==> config.mk <==
export PLATFORM = sky130hd
export DESIGN_NAME = econet_rx_deframer
export DESIGN_NICKNAME = d
export VERILOG_FILES = /design/src/rtl/econet_rx_deframer.sv
export SDC_FILE = /design/constraint.sdc
export NUM_CORES = 1
export LEC_CHECK = 0
export ABC_AREA = 1
export BUFFER_PORTS_ARGS = -buffer_cell sky130_fd_sc_hd__buf_2
export CAP_MARGIN = 30
export CORE_UTILIZATION = 55
export CTS_CLUSTER_SIZE = 8
export DETAILED_ROUTE_END_ITERATION = 8
export PLACE_DENSITY = 0.79
export SYNTH_ARGS = -nofsm -noshare
export SYNTH_HDL_FRONTEND = slang
export SYNTH_SLANG_ARGS = --single-unit
==> constraint.sdc <==
create_clock -name econet_clk -period 1.7 [get_ports econet_clk]
set_input_delay 0.17 -clock econet_clk [delete_from_list [all_inputs] [get_ports econet_clk]]
set_output_delay 0.17 -clock econet_clk [all_outputs]
set_load 0.02 [all_outputs]
==> src/rtl/econet_rx_deframer.sv <==
// -----------------------------------------------------------------------------
// econet_rx_deframer
//
// Receive-side HDLC-style deframer for an Econet line. It tracks runs of 1s
// on the synchronised line bit stream to find flags (01111110), stuffed zeros
// and abort sequences. Payload bits are packed LSB-first into bytes, and frame
// boundary and status strobes are produced for the downstream FCS block and
// the consumer. The FCS itself is computed outside this block: rx_valid
// enables it, fcs_clear re-initialises it, and its running value comes back
// in on fcsval.
//
// Optional feature: define ECONET_RX_IDLE_EN to enable line-idle detection
// (fifteen or more consecutive 1s). With the macro undefined, line_idle is
// tied low.
//
// Parameters
//   FCSGOOD    FCS residue that marks a frame good
//   MIN_BYTES  minimum bytes (payload plus FCS) for a good frame
//
// Ports
//   econet_clk   in   single clock, rising edge
//   reset        in   asynchronous, active-high reset
//   rx_bit       in   received line bit, qualified by bit_valid
//   bit_valid    in   one-cycle strobe per line bit
//   fcsval       in   [15:0] running FCS from the downstream FCS block
//   fcs_clear    out  one-cycle pulse: re-initialise the FCS block
//   rx_data      out  [7:0] assembled byte, first-received bit in bit 0
//   rx_valid     out  one-cycle strobe: rx_data valid (also FCS enable)
//   frame_start  out  pulse with the first rx_valid of a frame
//   frame_end    out  pulse on the closing flag of a non-empty frame
//   frame_good   out  frame status, valid from frame_end, held until the
//                     next frame_end or frame_abort
//   frame_abort  out  pulse: abort sequence received inside a frame
//   line_idle    out  high while the line is idle (optional feature)
// -----------------------------------------------------------------------------
module econet_rx_deframer #(
  parameter logic [15:0] FCSGOOD   = 16'hF0B8,
  parameter int          MIN_BYTES = 4
) (
  input  logic        econet_clk,
  input  logic        reset,
  input  logic        rx_bit,
  input  logic        bit_valid,
  input  logic [15:0] fcsval,
  output logic        fcs_clear,
  output logic [7:0]  rx_data,
  output logic        rx_valid,
  output logic        frame_start,
  output logic        frame_end,
  output logic        frame_good,
  output logic        frame_abort,
  output logic        line_idle
);

  typedef enum logic [1:0] {
    S_HUNT = 2'd0,  // searching for a flag
    S_FLAG = 2'd1,  // flag seen, no byte of the frame yet
    S_DATA = 2'd2   // inside a frame
  } state_t;

  state_t      state_q, state_d;
  logic [3:0]  ones_q, ones_d;
  logic [2:0]  bit_cnt_q, bit_cnt_d;
  logic [7:0]  byte_cnt_q, byte_cnt_d;
  logic [7:0]  shreg_q, shreg_d;
  logic [7:0]  rx_data_q, rx_data_d;
  logic        rx_valid_q, rx_valid_d;
  logic        frame_start_q, frame_start_d;
  logic        frame_end_q, frame_end_d;
  logic        frame_good_q, frame_good_d;
  logic        frame_abort_q, frame_abort_d;
  logic        fcs_clear_q, fcs_clear_d;

  // Line-symbol decode. All of these look at the run length *before* the
  // current bit is counted.
  logic       is_flag;   // 0 after exactly six 1s
  logic       is_stuff;  // 0 after exactly five 1s: inserted by transmitter
  logic       is_sixth;  // sixth 1: part of a flag, never payload
  logic       is_abort;  // seventh 1
  logic [7:0] shift_val;

  assign is_flag   = !rx_bit && (ones_q == 4'd6);
  assign is_stuff  = !rx_bit && (ones_q == 4'd5);
  assign is_sixth  =  rx_bit && (ones_q == 4'd5);
  assign is_abort  =  rx_bit && (ones_q == 4'd6);
  // Bits arrive LSB first: shift in at the top so the first bit ends in bit 0.
  assign shift_val = {rx_bit, shreg_q[7:1]};

  // NOTE: every variable assigned in this block gets a default first, so no
  // path leaves one unassigned and no latch is inferred.
  always_comb begin
    state_d       = state_q;
    ones_d        = ones_q;
    bit_cnt_d     = bit_cnt_q;
    byte_cnt_d    = byte_cnt_q;
    shreg_d       = shreg_q;
    rx_data_d     = rx_data_q;
    frame_good_d  = frame_good_q;
    rx_valid_d    = 1'b0;
    frame_start_d = 1'b0;
    frame_end_d   = 1'b0;
    frame_abort_d = 1'b0;
    fcs_clear_d   = 1'b0;

    if (bit_valid) begin
      // Consecutive-ones run length, saturating so a long idle line cannot
      // wrap back into the flag/abort codes.
      if (rx_bit) begin
        ones_d = (ones_q == 4'd15) ? 4'd15 : ones_q + 4'd1;
      end else begin
        ones_d = 4'd0;
      end

      if (is_flag) begin
        // A flag is recognised in every state and always opens a new frame,
        // so the closing flag of one frame doubles as the opening flag of
        // the next.
        state_d     = S_FLAG;
        bit_cnt_d   = 3'd0;
        byte_cnt_d  = 8'd0;
        fcs_clear_d = 1'b1;
        if (state_q == S_DATA) begin
          frame_end_d  = 1'b1;
          // A byte-aligned frame leaves exactly six flag bits in the counter:
          // the flag's leading 0 plus five 1s (the sixth 1 is never shifted).
          frame_good_d = (fcsval == FCSGOOD) && (bit_cnt_q == 3'd6) &&
                         (byte_cnt_q >= 8'(MIN_BYTES));
        end
      end else if (state_q != S_HUNT) begin
        if (is_abort) begin
          state_d    = S_HUNT;
          bit_cnt_d  = 3'd0;
          byte_cnt_d = 8'd0;
          if (state_q == S_DATA) begin
            frame_abort_d = 1'b1;
            frame_good_d  = 1'b0;
          end
        end else if (!is_stuff && !is_sixth) begin
          shreg_d   = shift_val;
          bit_cnt_d = bit_cnt_q + 3'd1;
          if (bit_cnt_q == 3'd7) begin
            rx_data_d  = shift_val;
            rx_valid_d = 1'b1;
            if (byte_cnt_q != 8'hFF) begin
              byte_cnt_d = byte_cnt_q + 8'd1;
            end
            if (state_q == S_FLAG) begin
              frame_start_d = 1'b1;
              state_d       = S_DATA;
            end
          end
        end
      end
    end
  end

  // NOTE: sequential state uses non-blocking assignments so every register
  // samples the pre-edge values, independent of statement order.
  always_ff @(posedge econet_clk or posedge reset) begin
    if (reset) begin
      state_q       <= S_HUNT;
      ones_q        <= 4'd0;
      bit_cnt_q     <= 3'd0;
      byte_cnt_q    <= 8'd0;
      shreg_q       <= 8'h00;
      rx_data_q     <= 8'h00;
      rx_valid_q    <= 1'b0;
      frame_start_q <= 1'b0;
      frame_end_q   <= 1'b0;
      frame_good_q  <= 1'b0;
      frame_abort_q <= 1'b0;
      fcs_clear_q   <= 1'b0;
    end else begin
      state_q       <= state_d;
      ones_q        <= ones_d;
      bit_cnt_q     <= bit_cnt_d;
      byte_cnt_q    <= byte_cnt_d;
      shreg_q       <= shreg_d;
      rx_data_q     <= rx_data_d;
      rx_valid_q    <= rx_valid_d;
      frame_start_q <= frame_start_d;
      frame_end_q   <= frame_end_d;
      frame_good_q  <= frame_good_d;
      frame_abort_q <= frame_abort_d;
      fcs_clear_q   <= fcs_clear_d;
    end
  end

`ifdef ECONET_RX_IDLE_EN
  logic line_idle_q, line_idle_d;

  // Rises after the fifteenth consecutive 1, falls after the next 0.
  always_comb begin
    line_idle_d = line_idle_q;
    if (bit_valid) begin
      line_idle_d = rx_bit && (ones_q >= 4'd14);
    end
  end

  always_ff @(posedge econet_clk or posedge reset) begin
    if (reset) begin
      line_idle_q <= 1'b0;
    end else begin
      line_idle_q <= line_idle_d;
    end
  end

  assign line_idle = line_idle_q;
`else
  assign line_idle = 1'b0;
`endif

  assign fcs_clear   = fcs_clear_q;
  assign rx_data     = rx_data_q;
  assign rx_valid    = rx_valid_q;
  assign frame_start = frame_start_q;
  assign frame_end   = frame_end_q;
  assign frame_good  = frame_good_q;
  assign frame_abort = frame_abort_q;

endmodule

# [Word level (Yosys, flattened, before mapping)]
# Cells that the tools add are included.
# W data, S select, Z words.
[totals] elab_cells=95 out_inout_bits=15 reg_bits=39
[op_classes] n_reduce_logical=23 order_cmp=1 n_eq_ne=9 bitwise_logic=2 n_mux=45 add_sub_neg=3
[ops] operator="$mux W8" n=6
[ops] operator="$mux W1" n=27
[ops] operator="$eq A16 B16 Y1 const B" n=1
[ops] operator="$reduce_and A5 Y1" n=3
[ops] operator="$mux W2" n=6
[ops] operator="$mux W3" n=4
[ops] operator="$reduce_bool A3 Y1" n=4
[ops] operator="$add A8 B1 Y8 const B" n=1
[ops] operator="$eq A4 B3 Y1 const B" n=2
[ops] operator="$ge A8 B3 Y1 const B" n=1
[ops] operator="$mux W4" n=2
[ops] operator="$ne A8 B8 Y1 const B" n=1
[ops] operator="$logic_and A1 B1 Y1" n=7
[ops] operator="$eq A3 B3 Y1 const B" n=2
[ops] operator="$reduce_and A6 Y1" n=1
[ops] operator="$reduce_bool A2 Y1" n=3
[ops] operator="$add A4 B1 Y4 const B" n=1
[ops] operator="$eq A4 B4 Y1 const B" n=1
[ops] operator="$reduce_and A4 Y1" n=1
[ops] operator="$add A3 B1 Y3 const B" n=1
[ops] operator="$logic_not A1 Y1" n=3
[ops] operator="$reduce_and A3 Y1" n=1
[ops] operator="$eq A2 B1 Y1 const B" n=1
[ops] operator="$eq A2 B2 Y1 const B" n=1
[ops] operator="$not A1 Y1" n=2

# [Logic depth before layout (Yosys ltp)]
[depth] depth_word=9 mapped_depth=10 ltp_nobuf=9

# [Least setup slack after synthesis]
# Ideal clock, no wire load.
[synth_path] path_type="flip-flop to flip-flop" start="reg ones_q[0]" end="reg byte_cnt_q[0]" slack_ps=208 path_stages_with_launch=9 arrival_time_ps=1365 setup_time_ps=127 cell_sequence="dfrtp_1 > inv_1 > ha_1 > nand3_4 > nand3_2 > nand2_2 > nor2_4 > buf_6 > o21ai_0"
[synth_between] elab_chain_len=6 word_cells_on_any_way=17
[synth_lines] item="from (decl)" line="62" source="logic [3:0] ones_q, ones_d;"
[synth_lines] item="from (signal assigned)" line="175" source="ones_q <= ones_d;"
[synth_lines] item="$eq A4 B3 Y1" line="83, 84"
[synth_lines] item="$logic_and A1 B1 Y1 (on tied branches)" line="83, 84"
[synth_lines] item="$logic_not A1 Y1" line="138" source="end else if (!is_stuff && !is_sixth) begin"
[synth_lines] item="$logic_and A1 B1 Y1" line="138"
[synth_lines] item="$reduce_bool A3 Y1 (no source line)"
[synth_lines] item="$reduce_and A5 Y1 (no source line)"
[synth_lines] item="to (signal assigned)" line="177" source="byte_cnt_q <= byte_cnt_d;"
[synth_lines] item="to (decl)" line="64" source="logic [7:0] byte_cnt_q, byte_cnt_d;"
# Several ways; a longest one is shown, not always the timed one. The select of a mux whose other input is x is not followed.
# A chain may end at the register's enable or synchronous reset.

# [Worst setup path in the final report]
[layout_path] start="reg ones_q[0]" end="reg shreg_q[5]"
[layout_between] elab_chain_len=5 word_cells_on_any_way=12
[layout_lines] item="$eq A4 B3 Y1" line="83, 84"
[layout_lines] item="$logic_and A1 B1 Y1 (on tied branches)" line="83, 84"
[layout_lines] item="$logic_not A1 Y1" line="138"
[layout_lines] item="$logic_and A1 B1 Y1" line="138"
[layout_lines] item="$reduce_and A5 Y1 (no source line) (*)"
[layout_lines] item="to (signal assigned)" line="178" source="shreg_q <= shreg_d;"
[layout_lines] item="to (decl)" line="65" source="logic [7:0] shreg_q, shreg_d;"
# Every way passes the cells marked *; elsewhere a longest branch is shown, timed or not.

==> results.toml <==
[layout]
fin_nets = 313
area_delta_synth_final_pct = 15.8
multi_input_area_sq_um = 905
drive_above_1_share = 0.217
regArea_sq_um = 951
antenna_cells = 0
nFillCells = 284
design_area_sq_mm = 0.00234

[logic_synthesis]
synth_edf_count = 0
synth_top_area_cell = "dfrtp_1"
yosys-top-cells-count = "nand2_1 (57), dfrtp_1 (38), nor2_1 (37)"
synthMostInstantiatedCell = "nand2_1"
ys_top_cells_by_area = "dfrtp_1 (47%), nand2_1 (11%), nor2_1 (6.9%)"
synth_flop_cell = "dfrtp_1"
ys_seq_area_frac = 0.471
synth_nets = 274
netlist.area_leader.share = 0.471
synthArstFlopShare = 1.00
syn_area_per_cell_sq_um = 8.20
netlist_area_sq_mm = 0.00202
syn_inst = 246
synth.distinct_cells = 25
synth_warnings = 0
synth-seq-cells = 38

[timing]
clock_skew_ns = 0.00788
hold_viol_final = 0
fin_tns_setup_ns = 0
slew_viol_final = 0
setup_viol = 0
max_freq_ghz = 0.642
fin_ws_ns = 0.143
period_needed_ns = 1.56
fin_crit_sh = 0.916

[critical_path]
rr_endpoint = "shreg_q[5]$_DFFE_PP0P_"
cp-end-kind = "flop"
r2r-start = "ones_q[0]$_DFFE_PP0P_"
crit_end = "shreg_q[5]$_DFFE_PP0P_"
worst-r2r-cell-count = 8
cp.required_ns = 1.99
startpoint_type = "flop"
crit_start = "ones_q[0]$_DFFE_PP0P_"
critPathMaxFanout = 15
rrSetupSlack_ns = 0.14
path_class = "reg -> reg"
critPathArrivalTime_ns = 1.85

[die]
ios = 35
core_area_sq_mm = 0.00342
initial_core_util = 0.591
die_x_um = 62.6
die_area_sq_mm = 0.00392
rows = 21
die_h_um = 62.6

[power_and_ir_drop]
irDropWorstVdd_mv = 0.556
leakagePower_nw = 1.20
powerDensity_mw_per_mm2 = 1380

[clock_network]
clk_pin_slew_ns = 0.12
clock_path_buffers = 2
cts_tree = "built"
htree_levels = 2
clock_tree.root_cell = "clkbuf_4"
cts_inserted_buffers = 5
clock_latency_ns = 0.35
cts.sink_count = 38

[grt]
track_usage = 0.226
grt_overflow = 0
grt_pass1_vias = 1680
grt_pass1_wl_um = 7050
grt_max_degree = 39
antenna_found_initial = 0

[outcome]
outcome = "completed"

[detailed_routing]
routed_wl_um = 4100
via_count = 1711
detail-route-antenna-nets = 0
first_pass_iters = 4
drc_errors = 0
drt_iter0_drc = 107
vias_per_cell = 5.15
wl_per_cell_um = 12.3

[placed_design]
port-buffer-count = 33
place_area_sq_mm = 0.00219
gp_congestion = 0.848
pre_cts_ws_ns = 0.00715
hpwl_um = 2830

[run]
drv_cap = 0

[hold_path]
hold_path.class = "in -> reg"
==> worst min-delay path by stage <==
stage                     startpoint                   endpoint  slack [ns]  cells past startpoint
after floorplan               rx_bit      frame_abort$_DFF_PP0_        0.31                      2
after global placement         reset  byte_cnt_q[2]$_DFFE_PP0P_        0.30                      3
after detailed placement       reset     rx_data[2]$_DFFE_PP0P_        0.31                      3
after CTS                     rx_bit      frame_abort$_DFF_PP0_        0.11                      3
after global routing          rx_bit      frame_abort$_DFF_PP0_        0.12                      3
final                         rx_bit      frame_abort$_DFF_PP0_        0.11                      3
==> flip-flops by register name, indices dropped and copies added (netlist names) <==
register,count
fcs_clear,1
shreg_q,7
state_q,2
rx_data,8
byte_cnt_q,8
frame_good,1
ones_q,4
frame_start,1
frame_abort,1
frame_end,1
bit_cnt_q,3
rx_valid,1
==> cell families after synthesis <==
logic type | count (synthesis) | share of synthesized area
buffers and inverters | 38 | 0.0874
adders and majority gates | 8 | 0.0496
xor gates and xnor gates | 2 | 0.00868
and+or+nand+nor | 124 | 0.291
other | 1 | 0.00186
DFF | 38 | 0.471
AOI/OAI and AO/OA | 35 | 0.0905
==> area by class of cell <==
class / instances / area share
repair buffers: 37 / 0.0846
flip-flops and latches: 38 / 0.407
inverters: 32 / 0.0514
clock inverters: 3 / 0.0294
clock buffers: 5 / 0.0161
multi-input cells: 171 / 0.387
well taps: 46 / 0.0246
==> power breakdown <==
part | switching [W] | total (W) | internal [W]
Sequential | 0.000201 | 0.00139 | 0.00119
Clock | 0.000311 | 0.000771 | 0.000460
Combinational | 0.000679 | 0.00106 | 0.000381
Total | 0.00119 | 0.00322 | 0.00203
==> routing by layer <==
metal | part of all wire | GRT usage | wire (um)
met5 | 0 | 0 | 0
met4 | 0.029 | 0.0930 | 117
met3 | 0.040 | 0.0493 | 165
met2 | 0.49 | 0.371 | 1990
met1 | 0.45 | 0.287 | 1830
==> stage by stage <==
stage | hold slack, ns | util | power [W] | std cells
after detailed placement | 0.308 | 0.642 | 0.00244 | 320
final | 0.113 | 0.684 | 0.00322 | 332
after floorplan | 0.309 | - | 0.00216 | 246
after global routing | 0.123 | 0.684 | 0.00346 | 332
after global placement | 0.304 | 0.642 | 0.00240 | 320
after CTS | 0.108 | 0.676 | 0.00322 | 329
==> critical path, cell delays in order, from the launching register on <==
cell	delay, ns
dfrtp_1	0.40
inv_1	0.08
ha_2	0.24
nand3_4	0.15
nand2_2	0.16
inv_2	0.06
nand2_2	0.21
nand2_1	0.10
o21ai_1	0.09
==> cell usage in the layout (no fill, tap or decap), types with 2 or more instances in the layout <==
cell / netlist / final
buf_2: 0 / 33
a21oi_1: 9 / 9
nor2_1: 37 / 37
nand4_1: 4 / 4
clkbuf_4: 0 / 5
o21ai_0: 13 / 13
xor2_1: 2 / 2
inv_2: 3 / 3
nor2_4: 2 / 3
nand3_4: 2 / 2
nand2_1: 57 / 57
dfrtp_1: 38 / 38
buf_4: 3 / 3
inv_1: 29 / 29
nand3b_1: 2 / 2
ha_1: 8 / 7
bufinv_16: 0 / 2
o21ai_1: 11 / 11
nand3_1: 10 / 10
nand2_2: 6 / 6
==> repair_timing <==
action                                 CTS  global route
resized for setup                        0             2
setup endpoints to repair                0            26
endpoints found under the hold margin   38             0
hold buffers                             1             0
setup buffers                            0             2
No activity file was read; power rests on OpenSTA's default activity.
